**config.mk**
```make
export PLATFORM = sky130hd
export DESIGN_NAME = cache_port_arbiter
export DESIGN_NICKNAME = d
export VERILOG_FILES = /design/src/rtl/cache_port_arbiter.sv
export SDC_FILE = /design/constraint.sdc
export NUM_CORES = 1
export LEC_CHECK = 0
export BUFFER_PORTS_ARGS = -buffer_cell sky130_fd_sc_hd__clkbuf_2
export CAP_MARGIN = 20
export CORE_MARGIN = 5
export CORE_UTILIZATION = 35
export CTS_CLUSTER_DIAMETER = 80
export CTS_CLUSTER_SIZE = 30
export DETAILED_ROUTE_END_ITERATION = 10
export PLACE_DENSITY_LB_ADDON = 0.25
export SETUP_SLACK_MARGIN = 0.1
export SLEW_MARGIN = 20
export SYNTH_ARGS = -nofsm -noshare
export SYNTH_HDL_FRONTEND = slang
export SYNTH_SLANG_ARGS = --single-unit
```
**constraint.sdc**
```tcl
create_clock -name clk -period 4.9 [get_ports clk]
set_input_delay 1.47 -clock clk [delete_from_list [all_inputs] [get_ports clk]]
set_output_delay 1.47 -clock clk [all_outputs]
set_load 0.05 [all_outputs]
```
**src/rtl/cache_port_arbiter.sv**
```systemverilog
// Round-robin arbiter sharing one stall-handshake cache between the fetch (I)
// and load/store (D) ports, with registered completion and saturating hit/miss counters.
module cache_port_arbiter #(
    parameter int CNT_W = 16
) (
    input  logic             clk,
    input  logic             rst_n,
    input  logic             i_valid,
    output logic             i_ready,
    input  logic [9:0]       i_addr,
    output logic             i_done,
    output logic [31:0]      i_rdata,
    input  logic             d_valid,
    output logic             d_ready,
    input  logic             d_we,
    input  logic [9:0]       d_addr,
    input  logic [31:0]      d_wdata,
    output logic             d_done,
    output logic [31:0]      d_rdata,
    output logic             mem_read,
    output logic             mem_write,
    output logic [9:0]       word_address,
    output logic [31:0]      data_in,
    input  logic             stall,
    input  logic [31:0]      data_out,
    output logic [CNT_W-1:0] hit_cnt,
    output logic [CNT_W-1:0] miss_cnt
);

    typedef enum logic [1:0] {IDLE, BUSY_I, BUSY_D} state_t;

    state_t            state_q, state_d;
    logic              last_d_q, last_d_d;
    logic              stalled_q, stalled_d;
    logic              mem_read_q, mem_read_d;
    logic              mem_write_q, mem_write_d;
    logic [9:0]        word_address_q, word_address_d;
    logic [31:0]       data_in_q, data_in_d;
    logic              i_done_q, i_done_d;
    logic              d_done_q, d_done_d;
    logic [31:0]       i_rdata_q, i_rdata_d;
    logic [31:0]       d_rdata_q, d_rdata_d;
    logic [CNT_W-1:0]  hit_cnt_q, hit_cnt_d;
    logic [CNT_W-1:0]  miss_cnt_q, miss_cnt_d;

    always_comb begin
        state_d        = state_q;
        last_d_d       = last_d_q;
        stalled_d      = stalled_q;
        mem_read_d     = mem_read_q;
        mem_write_d    = mem_write_q;
        word_address_d = word_address_q;
        data_in_d      = data_in_q;
        i_done_d       = 1'b0;
        d_done_d       = 1'b0;
        i_rdata_d      = i_rdata_q;
        d_rdata_d      = d_rdata_q;
        hit_cnt_d      = hit_cnt_q;
        miss_cnt_d     = miss_cnt_q;
        i_ready        = 1'b0;
        d_ready        = 1'b0;

        case (state_q)
            IDLE: begin
                // On a tie the port that did not own the cache last time wins.
                i_ready = i_valid && (!d_valid || last_d_q);
                d_ready = d_valid && (!i_valid || !last_d_q);
                if (i_ready) begin
                    word_address_d = i_addr;
                    mem_read_d     = 1'b1;
                    mem_write_d    = 1'b0;
                    last_d_d       = 1'b0;
                    stalled_d      = 1'b0;
                    state_d        = BUSY_I;
                end else if (d_ready) begin
                    word_address_d = d_addr;
                    data_in_d      = d_wdata;
                    mem_read_d     = !d_we;
                    mem_write_d    = d_we;
                    last_d_d       = 1'b1;
                    stalled_d      = 1'b0;
                    state_d        = BUSY_D;
                end
            end
            BUSY_I, BUSY_D: begin
                if (stall) begin
                    stalled_d = 1'b1;
                end else begin
                    mem_read_d  = 1'b0;
                    mem_write_d = 1'b0;
                    state_d     = IDLE;
                    if (state_q == BUSY_I) begin
                        i_done_d  = 1'b1;
                        i_rdata_d = data_out;
                    end else begin
                        d_done_d = 1'b1;
                        if (mem_read_q) begin
                            d_rdata_d = data_out;
                        end
                    end
                    // Completion cycle has stall=0, so only earlier stalls count.
                    if (stalled_q) begin
                        if (miss_cnt_q != {CNT_W{1'b1}}) begin
                            miss_cnt_d = miss_cnt_q + 1'b1;
                        end
                    end else if (hit_cnt_q != {CNT_W{1'b1}}) begin
                        hit_cnt_d = hit_cnt_q + 1'b1;
                    end
                end
            end
            default: state_d = IDLE;
        endcase
    end

    always_ff @(posedge clk) begin
        if (!rst_n) begin
            state_q        <= IDLE;
            last_d_q       <= 1'b1;
            stalled_q      <= 1'b0;
            mem_read_q     <= 1'b0;
            mem_write_q    <= 1'b0;
            word_address_q <= '0;
            data_in_q      <= '0;
            i_done_q       <= 1'b0;
            d_done_q       <= 1'b0;
            i_rdata_q      <= '0;
            d_rdata_q      <= '0;
            hit_cnt_q      <= '0;
            miss_cnt_q     <= '0;
        end else begin
            state_q        <= state_d;
            last_d_q       <= last_d_d;
            stalled_q      <= stalled_d;
            mem_read_q     <= mem_read_d;
            mem_write_q    <= mem_write_d;
            word_address_q <= word_address_d;
            data_in_q      <= data_in_d;
            i_done_q       <= i_done_d;
            d_done_q       <= d_done_d;
            i_rdata_q      <= i_rdata_d;
            d_rdata_q      <= d_rdata_d;
            hit_cnt_q      <= hit_cnt_d;
            miss_cnt_q     <= miss_cnt_d;
        end
    end

    assign mem_read     = mem_read_q;
    assign mem_write    = mem_write_q;
    assign word_address = word_address_q;
    assign data_in      = data_in_q;
    assign i_done       = i_done_q;
    assign d_done       = d_done_q;
    assign i_rdata      = i_rdata_q;
    assign d_rdata      = d_rdata_q;
    assign hit_cnt      = hit_cnt_q;
    assign miss_cnt     = miss_cnt_q;

endmodule

```
==> qor.csv, run 1 <==
stage;metric;value;unit
status;status;complete, no violations;
timing;final slew viol count;0;
pwr;Int Pwr;2.282;mW
final_layout;diode count;0;
timing;Worst-Margin Slew;767.6;ps
setup_path;Reg2Reg Depth;6;
placed_design;Inst Count DP;1124;
clock_network;CTS root buf;clkbuf_16;
setup_path;CP cell instances;clkbuf_2 > inv_1 > o21ai_1 > buf_4 > nor2_1 > clkbuf_2;
synth;ys flop type;dfxtp_1;
global_routing;M1 GR Usage;22.19;%
setup_path;crit path DAT;2310;ps
synth;Yosys top cell by area;dfxtp_1;
floorplan;# IOs;234;
setup_path;Crit Path Class;in2out;
clock_network;CTS tree;built;
timing;fin crit share;77.15;%
pwr;Pwr Density;428.6;nW/µm²
pwr;Switch Pwr;1.051;mW
floorplan;core area;16410;µm²
pwr;sequential share of power;39.1;%
final_layout;Nets;1017;
detailed_routing;wire per inst;14.46;µm
global_routing;met3 Use GR;5.939;%
pwr;Leak;3.289;nW
final_layout;most frequent cells in the layout;clkbuf_2, nand2_1, dfxtp_1;
placed_design;detailed placer's ending HPWL;11.74;mm
floorplan;die area;19180;µm²
global_routing;first-pass GRT wire length;27.35;mm
global_routing;initial antenna violation count;0;
hold_path;Hold Path Sink;i_rdata[4];
timing;Achievable Freq;264.5;MHz
synth;unique cell type count in the Yosys netlist;47;
synth;Post-synth EDFFs;0;
synth;synth top area cells;dfxtp_1, nand2_1, a21oi_1;
global_routing;gr busiest metal;met2;
clock_network;Clock Path Buffers;2;
setup_path;R2R Path End;miss_cnt[9];
clock_network;Worst-path clk slew;60;ps
clock_network;Post CTS Setup Buffer Count;0;
detailed_routing;total number of vias;5615;
detailed_routing;WL final;16.72;mm
synth;synthesized area per cell;8.173;µm²
hold_path;Min-Delay Path Class;reg2reg;
clock_network;CTS Buf Count;17;
final_layout;share of layout cells above drive strength 1;30.24;%
synth;sequential element share of the synthesized area;50.58;%
setup_path;worst path bufs/invs;4;
timing;crit path time final;3780;ps
hold_path;HP Start;i_rdata[4];
detailed_routing;Pre-Repair DR Iteration Count;5;
placed_design;# port buffers;233;
setup_path;slowest stage delay, CP;260;ps
clock_network;Worst-Skew Late Latency;420;ps
pwr;Switching Share;31.54;%
synth;Synth top area share;50.58;%
setup_path;kind of start point of the critical path;input port;
timing;Final Hold Vio Count;0;
final_layout;fin area;7777;µm²
setup_path;CP most frequent cell;clkbuf_2;
global_routing;grt ovf;0;
synth;syn nets;801;
timing;RSZ-0062 raised after global routing;no;
floorplan;Die Y;138.5;µm
detailed_routing;DRC viols;0;
timing;Total Neg Setup Slack;0;ps
pwr;peak supply drop;0.0002243;V
clock_network;H-tree levels;4;
hold_path;Hold Path Depth;2;
floorplan;Initial Utilization;35.22;%
setup_path;CP endpoint kind;output port;
setup_path;Critical Path RT;3430;ps
global_routing;largest net degree at the start of global routing;73;
timing;Finish-stage setup viols;0;
detailed_routing;DR vias/cell;4.857;
job;MaxCap Viol Count;0;
placed_design;placed cell area;7134;µm²
floorplan;row count;47;
timing;Slew Limit Headroom;48.82;%
clock_network;PostCTS Resize Cnt;0;
pwr;clock power share;41.5;%
final_layout;commonest non-fill, non-tap cell in the layout;clkbuf_2;
placed_design;RD Place Congestion;0.8436;
synth;Post-Synthesis Cells;707;
setup_path;reg2reg setup slack;2590;ps
floorplan;Die W;138.5;µm
pwr;part of the power in combinational logic;19.4;%
global_routing;met2 usage;26.88;%
detailed_routing;Detail Route Antenna Nets;0;
global_routing;vias in the first global route;5218;
setup_path;critical path's top delay family;buffers and inverters;
timing;worst hold margin;451.4;ps
timing;Fin Clk Skew;8.518;ps
synth;Yosys Warn Count;0;
final_layout;area delta synth->final;34.60;%
clock_network;clk sinks;146;
setup_path;crit path max fanout;15;
synth;ys async rst share;0;%
clock_network;hold_buf cts;0;
setup_path;RR Startpoint;state_q[0];
synth;Yosys reg bits;146;
detailed_routing;initial drt markers;245;
final_layout;Layout Cells excl Fill;1156;
synth;Mapped Area;5778;µm²
setup_path;crit path max-delay cell type;buf_4;
global_routing;gr usage total;17.27;%
==> tightest hold or removal path, cell delays in order (launching register included) <==
cell,delay (ps)
dfxtp_1,310
nand2_1,50
a21oi_1,50
==> sequential cells by signal, indices dropped and copies added, names as in the netlist <==
name,cells
miss_cnt,16
data_in,32
d_rdata,32
state_q,2
d_done,1
i_rdata,32
i_done,1
mem_read,1
word_address,10
hit_cnt,16
last_d_q,1
stalled_q,1
mem_write,1
==> power by group through the flow <==
stage | clock network (mW) | registers, mW | logic [mW]
finish | 1.38 | 1.30 | 0.645
CTS | 1.42 | 1.30 | 0.652
global route | 1.49 | 1.31 | 0.694
global placement | 0 | 1.33 | 0.650
detailed placement | 0 | 1.33 | 0.652
floorplan | 0 | 1.57 | 0.229
==> cell type report <==
cell class / instances / area (µm²)
inverter: 10 / 40.04
sequential: 146 / 2923
multi-input combinational: 507 / 2651
timing repair buffer: 241 / 1254
tap: 220 / 275.3
fill: 1630 / 8630
clock buffer: 20 / 466.7
clock inverter: 12 / 167.7
==> worst max-delay path by stage <==
stage	slack [ps]	from	cells past startpoint	endpoint
final	1120	d_valid	6	i_ready
after global routing	1060	d_valid	6	i_ready
after CTS	1120	d_valid	6	i_ready
after detailed placement	1130	d_valid	6	i_ready
after global placement	1140	d_valid	6	i_ready
after floorplan	870	d_valid	4	i_ready
==> cells in the mapped netlist (2+ instances only) <==
cell,n
nand2_1,213
dfxtp_1,146
a21oi_1,124
clkbuf_1,37
nor2_1,16
o21ai_0,14
mux2i_1,13
a211oi_1,12
o31ai_1,12
or4_1,12
nand4_1,10
or3_1,10
inv_1,9
nand3_1,8
and3_1,6
nand2b_1,6
a31oi_1,4
and2_1,4
buf_1,4
ha_1,4
nor4_2,3
o21a_1,3
o41ai_1,3
a311oi_1,2
and2b_1,2
and3b_1,2
and4_1,2
buf_2,2
nand3b_1,2
nor3_1,2
nor3b_1,2
nor4_1,2
o311ai_1,2
==> layer usage <==
layer | vias up | wire length, µm
met3 | 28 | 1197
met1 | 2511 | 7515
met5 | - | 0
met2 | 181 | 7566
li1 | 2895 | -
met4 | 0 | 441
==> logic make-up (layout without fill, tap and decap cells) <==
group                      Yosys count  in the layout  share of synthesized area, %
and+or+nand+nor                    308            308                         24.79
buffers and inverters               54            283                         3.681
AOI/OAI and AO/OA                  182            182                         17.82
adders and majority gates            4              4                        0.8662
muxes                               13             13                         2.252
DFF                                146            146                         50.58
==> stage by stage <==
stage / utilization (%) / worst slack [ps] / total power, mW
3_5_place_dp: 43.48 / 1129 / 1.982
4_1_cts: 47.35 / 1120 / 3.375
3_3_place_gp: 43.48 / 1143 / 1.981
5_1_grt: 47.40 / 1056 / 3.495
6_report: 47.40 / 1120 / 3.333
2_1_floorplan: - / 865.9 / 1.798
Power figures use the tool's default switching activity.
==> run 2, diff against run 1 <==
clock period = 3.14 ns   (was 4.9 ns; I/O delays follow)
==> qor.csv, run 2 (synthesized netlist as in run 1, its figures left out) <==
stage;metric;value;unit;change
status;status;complete, no violations;;unchanged
setup_path;critical path's top delay family;buffers and inverters;;unchanged
clock_network;CTS tree;built;;unchanged
pwr;Leak;3.278;nW;was 3.289 nW
setup_path;Critical Path RT;2200;ps;was 3430 ps
detailed_routing;wire per inst;14.62;µm;was 14.46 µm
placed_design;# port buffers;233;;unchanged
global_routing;largest net degree at the start of global routing;68;;was 73
global_routing;initial antenna violation count;0;;unchanged
floorplan;core area;16410;µm²;unchanged
detailed_routing;Pre-Repair DR Iteration Count;4;;was 5
clock_network;Clock Path Buffers;2;;unchanged
timing;Worst-Margin Slew;750.5;ps;was 767.6 ps
floorplan;row count;47;;unchanged
placed_design;detailed placer's ending HPWL;11.95;mm;was 11.74 mm
setup_path;Crit Path Class;reg2out;;was in2out
floorplan;Die Y;138.5;µm;unchanged
setup_path;CP most frequent cell;inv_1;;was clkbuf_2
job;MaxCap Viol Count;0;;unchanged
global_routing;grt ovf;0;;unchanged
timing;RSZ-0062 raised after global routing;no;;unchanged
global_routing;vias in the first global route;5251;;was 5,218
placed_design;RD Place Congestion;0.8278;;was 0.8436
final_layout;Nets;1020;;was 1,017
timing;Slew Limit Headroom;49.97;%;was 48.82%
setup_path;crit path DAT;1800;ps;was 2310 ps
floorplan;Die W;138.5;µm;unchanged
final_layout;commonest non-fill, non-tap cell in the layout;clkbuf_2;;unchanged
hold_path;Min-Delay Path Class;reg2reg;;unchanged
setup_path;worst path bufs/invs;3;;was 4
detailed_routing;DR vias/cell;4.869;;was 4.857
detailed_routing;DRC viols;0;;unchanged
setup_path;crit path max-delay cell type;ha_1;;was buf_4
detailed_routing;Detail Route Antenna Nets;0;;unchanged
clock_network;CTS root buf;clkbuf_16;;unchanged
final_layout;most frequent cells in the layout;clkbuf_2, nand2_1, dfxtp_1;;unchanged
detailed_routing;total number of vias;5638;;was 5,615
timing;Finish-stage setup viols;0;;unchanged
timing;Total Neg Setup Slack;0;ps;unchanged
clock_network;Worst-Skew Late Latency;420;ps;about the same
clock_network;Worst-path clk slew;60;ps;about the same
global_routing;gr usage total;17.22;%;was 17.27%
clock_network;clk sinks;146;;unchanged
detailed_routing;WL final;16.93;mm;was 16.72 mm
floorplan;die area;19180;µm²;unchanged
detailed_routing;initial drt markers;340;;was 245
pwr;Total Power;5.167;mW;was 3.333 mW
timing;final slew viol count;0;;unchanged
final_layout;share of layout cells above drive strength 1;30.38;%;was 30.24%
timing;Final Hold Vio Count;0;;unchanged
pwr;Pwr Density;664.8;nW/µm²;was 428.6 nW/µm²
setup_path;CP endpoint kind;output port;;unchanged
setup_path;crit path max fanout;8;;was 15
timing;Achievable Freq;364.6;MHz;
setup_path;kind of start point of the critical path;register;;was input port
timing;fin crit share;87.35;%;
final_layout;Core Util, Final;47.37;%;was 47.40%
setup_path;slowest stage delay, CP;320;ps;was 260 ps
setup_path;CP cell instances;inv_1 > ha_1 > nand3_1 > inv_1 > buf_12;;was clkbuf_2 > inv_1 > o21ai_1 > buf_4 > nor2_1 > clkbuf_2
timing;crit path time final;2743;ps;
clock_network;PostCTS Resize Cnt;0;;unchanged
global_routing;first-pass GRT wire length;27.42;mm;was 27.35 mm
clock_network;H-tree levels;4;;unchanged
final_layout;diode count;0;;unchanged
final_layout;area delta synth->final;34.50;%;was 34.60%
clock_network;CTS Buf Count;17;;unchanged
floorplan;Initial Utilization;35.22;%;unchanged
clock_network;hold_buf cts;0;;unchanged
timing;Fin Clk Skew;9.409;ps;was 8.518 ps
pwr;peak supply drop;0.0003510;V;was 0.0002243 V
clock_network;Post CTS Setup Buffer Count;0;;unchanged
floorplan;# IOs;234;;unchanged
run 2: report_power, final:
part | total (mW) | switching, mW | internal (mW) | leakage [nW]
combinational | 1.01 | 0.748 | 0.260 | 1.79
clock | 2.12 | 0.835 | 1.28 | 0.300
sequential | 2.04 | 0.0681 | 1.97 | 1.19
total | 5.17 | 1.65 | 3.52 | 3.28
run 2: worst paths after layout:
kind / startpoint / cells after the start / end / slack (ps)
hold reg to reg: i_rdata[29] / 2 / i_rdata[29] / 450
setup reg to reg: state_q[0] / 6 / miss_cnt[9] / 840
setup / recovery: state_q[0] / 5 / d_ready / 400
hold / removal: i_rdata[29] / 2 / i_rdata[29] / 450
run 2: final cells by class:
class,instances,area [µm²]
clock buffers,18,439.2
flip-flops and latches,146,2923
repair buffers,244,1276
fillers,1646,8636
inverters,10,40.04
multi-input cells,507,2643
well taps,220,275.3
clock inverters,13,175.2
run 2: metal layers:
layer	routed length [µm]	track usage [%]	vias to the layer above	share of wire [%]
met2	7881	27.77	192	47
met1	7658	21.85	2534	45
li1	-	-	2897	-
met3	1122	5.387	15	6.6
met5	0	0	-	0
met4	264	6.032	0	1.6
run 2: per-stage QoR:
| stage | instance area, µm² | instances | hold WS [ps] | setup slack, ps |
|---|---|---|---|---|
| after floorplan | 5778 | 707 | 494.4 | 161.9 |
| after global placement | 7157 | 1127 | 441.3 | 434.5 |
| after detailed placement | 7157 | 1127 | 445.6 | 421.2 |
| after CTS | 7771 | 1158 | 454.2 | 333.4 |
| after global routing | 7771 | 1158 | 471.7 | 219.4 |
| final | 7771 | 1158 | 451.8 | 397.3 |
run 2: worst register-to-register path: stages (launching register included):
cell      delay, ps
dfxtp_1         330
inv_1            60
ha_1            470
nand3b_4        160
or4_4           570
or4_1           490
a21oi_1         150
==> run 3, diff against run 2 <==
ABC_AREA = 1   (was not set)
==> qor.csv, run 3 <==
stage;metric;value;unit;change
setup_path;WP depth;5;;unchanged
pwr;Switch Pwr;1.904;mW;was 1.651 mW
global_routing;met3 Use GR;6.655;%;was 5.387%
status;status;complete, no violations;;unchanged
final_layout;Nets;1131;;was 1,020
global_routing;gr busiest metal;met2;;unchanged
global_routing;first-pass GRT wire length;28.41;mm;was 27.42 mm
timing;Achievable Freq;366.1;MHz;was 364.6 MHz
synth;Yosys Warn Count;0;;unchanged
final_layout;fin area;7792;µm²;was 7771 µm²
timing;final slew viol count;0;;unchanged
clock_network;hold_buf cts;0;;unchanged
global_routing;grt ovf;0;;unchanged
synth;Yosys top cell by area;dfxtp_1;;unchanged
floorplan;Die Y;139.5;µm;was 138.5 µm
clock_network;clk sinks;146;;unchanged
pwr;peak supply drop;0.0003706;V;was 0.0003510 V
floorplan;row count;47;;unchanged
global_routing;met2 usage;29.75;%;was 27.77%
synth;Mapped Area;5873;µm²;was 5778 µm²
detailed_routing;DRC viols;0;;unchanged
setup_path;slowest stage delay, CP;360;ps;was 320 ps
pwr;Total Power;5.323;mW;was 5.167 mW
placed_design;Inst Count DP;1238;;was 1,127
setup_path;CP most frequent cell;clkbuf_2;;was inv_1
setup_path;Crit Path Class;in2out;;was reg2out
pwr;sequential share of power;39.5;%;about the same
pwr;part of the power in combinational logic;25.1;%;was 19.5%
timing;Worst-Margin Slew;648.2;ps;was 750.5 ps
global_routing;M1 GR Usage;20.95;%;was 21.85%
clock_network;Worst-Skew Late Latency;410;ps;was 420 ps
synth;synth top area cells;dfxtp_1, nor2_1, nand2_1;;was dfxtp_1, nand2_1, a21oi_1
detailed_routing;Detail Route Antenna Nets;0;;unchanged
synth;top-count cell post-synth;nor2_1;;was nand2_1
detailed_routing;wire per inst;13.67;µm;was 14.62 µm
global_routing;initial antenna violation count;1;;was 0
synth;Post-synth EDFFs;0;;unchanged
synth;unique cell type count in the Yosys netlist;27;;was 47
setup_path;crit path to;i_ready;;was d_ready
synth;ys flop type;dfxtp_1;;unchanged
setup_path;crit path DAT;1790;ps;was 1800 ps
final_layout;share of layout cells above drive strength 1;28.29;%;was 30.38%
clock_network;Clock Path Buffers;2;;unchanged
hold_path;Min-Delay Path Class;reg2reg;;unchanged
placed_design;dpl ws;403.9;ps;was 421.2 ps
final_layout;Layout Cells excl Fill;1270;;was 1,158
placed_design;placed cell area;7248;µm²;was 7157 µm²
floorplan;# IOs;234;;unchanged
pwr;Switching Share;35.77;%;was 31.96%
setup_path;Critical Path Start;d_valid;;was state_q[0]
floorplan;Die W;139.5;µm;was 138.5 µm
final_layout;diode count;0;;unchanged
clock_network;CTS root buf;clkbuf_16;;unchanged
final_layout;area delta synth->final;32.68;%;was 34.50%
detailed_routing;initial drt markers;283;;was 340
final_layout;most frequent cells in the layout;clkbuf_2, nor2_1, nand2_1;;was clkbuf_2, nand2_1, dfxtp_1
setup_path;critical path's top delay family;buffers and inverters;;unchanged
final_layout;Core Util, Final;47.16;%;was 47.37%
clock_network;CTS Buf Count;17;;unchanged
clock_network;Post CTS Setup Buffer Count;0;;unchanged
placed_design;# port buffers;233;;unchanged
synth;ys async rst share;0;%;unchanged
setup_path;CP endpoint kind;output port;;unchanged
floorplan;core area;16520;µm²;was 16,410 µm²
timing;worst setup margin;408.3;ps;was 397.3 ps
setup_path;Critical Path RT;2200;ps;about the same
clock_network;Worst-path clk slew;60;ps;about the same
global_routing;gr usage total;17.67;%;was 17.22%
synth;Synth top area share;49.77;%;was 50.58%
final_layout;commonest non-fill, non-tap cell in the layout;clkbuf_2;;unchanged
synth;syn nets;909;;was 801
setup_path;reg2reg setup slack;1250;ps;was 840 ps
detailed_routing;DR vias/cell;4.628;;was 4.869
clock_network;H-tree levels;4;;unchanged
floorplan;die area;19470;µm²;was 19,180 µm²
setup_path;crit path max-delay cell type;clkbuf_2;;was ha_1
timing;Finish-stage setup viols;0;;unchanged
timing;Fin Clk Skew;5.850;ps;was 9.409 ps
synth;Post-Synthesis Cells;815;;was 707
synth;Yosys reg bits;146;;unchanged
synth;sequential element share of the synthesized area;49.77;%;was 50.58%
detailed_routing;Pre-Repair DR Iteration Count;6;;was 4
global_routing;vias in the first global route;5680;;was 5,251
timing;fin crit share;87.00;%;was 87.35%
setup_path;crit path max fanout;3;;was 8
floorplan;Initial Utilization;35.54;%;was 35.22%
synth;synthesized area per cell;7.206;µm²;was 8.173 µm²
timing;Slew Limit Headroom;56.78;%;was 49.97%
clock_network;PostCTS Resize Cnt;0;;unchanged
timing;Final Hold Vio Count;0;;unchanged
timing;crit path time final;2732;ps;was 2743 ps
placed_design;detailed placer's ending HPWL;12.49;mm;was 11.95 mm
pwr;Leak;3.768;nW;was 3.278 nW
setup_path;kind of start point of the critical path;input port;;was register
pwr;clock power share;35.4;%;was 41.0%
setup_path;CP cell instances;clkbuf_2 > inv_2 > o21ai_2 > nor2_1 > clkbuf_2;;was inv_1 > ha_1 > nand3_1 > inv_1 > buf_12
timing;worst hold margin;462.9;ps;was 451.8 ps
timing;RSZ-0062 raised after global routing;no;;unchanged
setup_path;R2R Path End;d_rdata[25];;was miss_cnt[9]
setup_path;RR Startpoint;state_q[0];;unchanged
detailed_routing;total number of vias;5877;;was 5,638
clock_network;CTS tree;built;;unchanged
pwr;Int Pwr;3.419;mW;was 3.516 mW
global_routing;largest net degree at the start of global routing;75;;was 68
job;MaxCap Viol Count;0;;unchanged
timing;Total Neg Setup Slack;0;ps;unchanged
synth;most frequent cells after synthesis;nor2_1, nand2_1, dfxtp_1;;was nand2_1, dfxtp_1, a21oi_1
setup_path;Reg2Reg Depth;8;;was 6
setup_path;worst path bufs/invs;3;;unchanged
placed_design;RD Place Congestion;0.7788;;was 0.8278
pwr;Pwr Density;683.2;nW/µm²;was 664.8 nW/µm²
detailed_routing;WL final;17.36;mm;was 16.93 mm
[run 3: cell count changes after synthesis, sizes merged, moves of 13 or more]
cell / delta
a21oi: -62
buf: +15
clkbuf: -19
inv: +27
mux2i: -13
nand2: -27
nand3: +28
nor2: +194
o21ai: +62
or4: -13
[run 3: how the worst min path moves through the flow]
| stage | slack [ps] | start | end | cells past startpoint |
|---|---|---|---|---|
| after global routing | 480 | data_in[18] | data_in[18] | 2 |
| after detailed placement | 450 | data_in[21] | data_in[21] | 2 |
| final | 460 | data_in[0] | data_in[0] | 2 |
| after floorplan | 450 | state_q[1] | state_q[1] | 2 |
| after CTS | 460 | data_in[21] | data_in[21] | 2 |
| after global placement | 450 | data_in[22] | data_in[22] | 2 |
[run 3: kinds of logic after synthesis]
logic type | Yosys count | share of synthesized area, %
buffers and inverters | 78 | 5.816
flip-flops | 146 | 49.77
AND/OR/NAND/NOR | 446 | 31.40
adder cells (fa/ha/maj) | 4 | 0.8522
XOR/XNOR | 1 | 0.1492
AO/OA/AOI/OAI | 140 | 12.02
[run 3: power groups by stage]
| stage | clock network, mW | logic [mW] | registers (mW) |
|---|---|---|---|
| 5_1_grt | 2.02 | 1.44 | 2.13 |
| 4_1_cts | 1.95 | 1.35 | 2.10 |
| 6_report | 1.88 | 1.34 | 2.10 |
| 3_5_place_dp | 0 | 1.35 | 2.14 |
| 3_3_place_gp | 0 | 1.33 | 2.14 |
| 2_1_floorplan | 0 | 0.471 | 2.66 |
[run 3: final cells by class]
class / instances / area [µm²]
multi-input combinational: 591 / 2611
clock inverter: 13 / 111.4
clock buffer: 19 / 432.9
tap: 220 / 275.3
sequential: 146 / 2923
fill: 1732 / 8732
timing repair buffer: 243 / 1296
inverter: 38 / 142.6
[run 3: per-layer routing]
layer / up-vias / wire length, µm
met3: 18 / 1322
met2: 168 / 8364
li1: 3052 / -
met5: - / 11
met4: 2 / 191
met1: 2637 / 7470
[run 3: worst register-to-register path, stage by stage, from the launching register on]
cell,delay [ps]
dfxtp_1,350
inv_1,50
ha_1,380
nand2_4,180
nor3_4,50
inv_1,420
buf_16,230
nor2_1,60
nor2_1,110
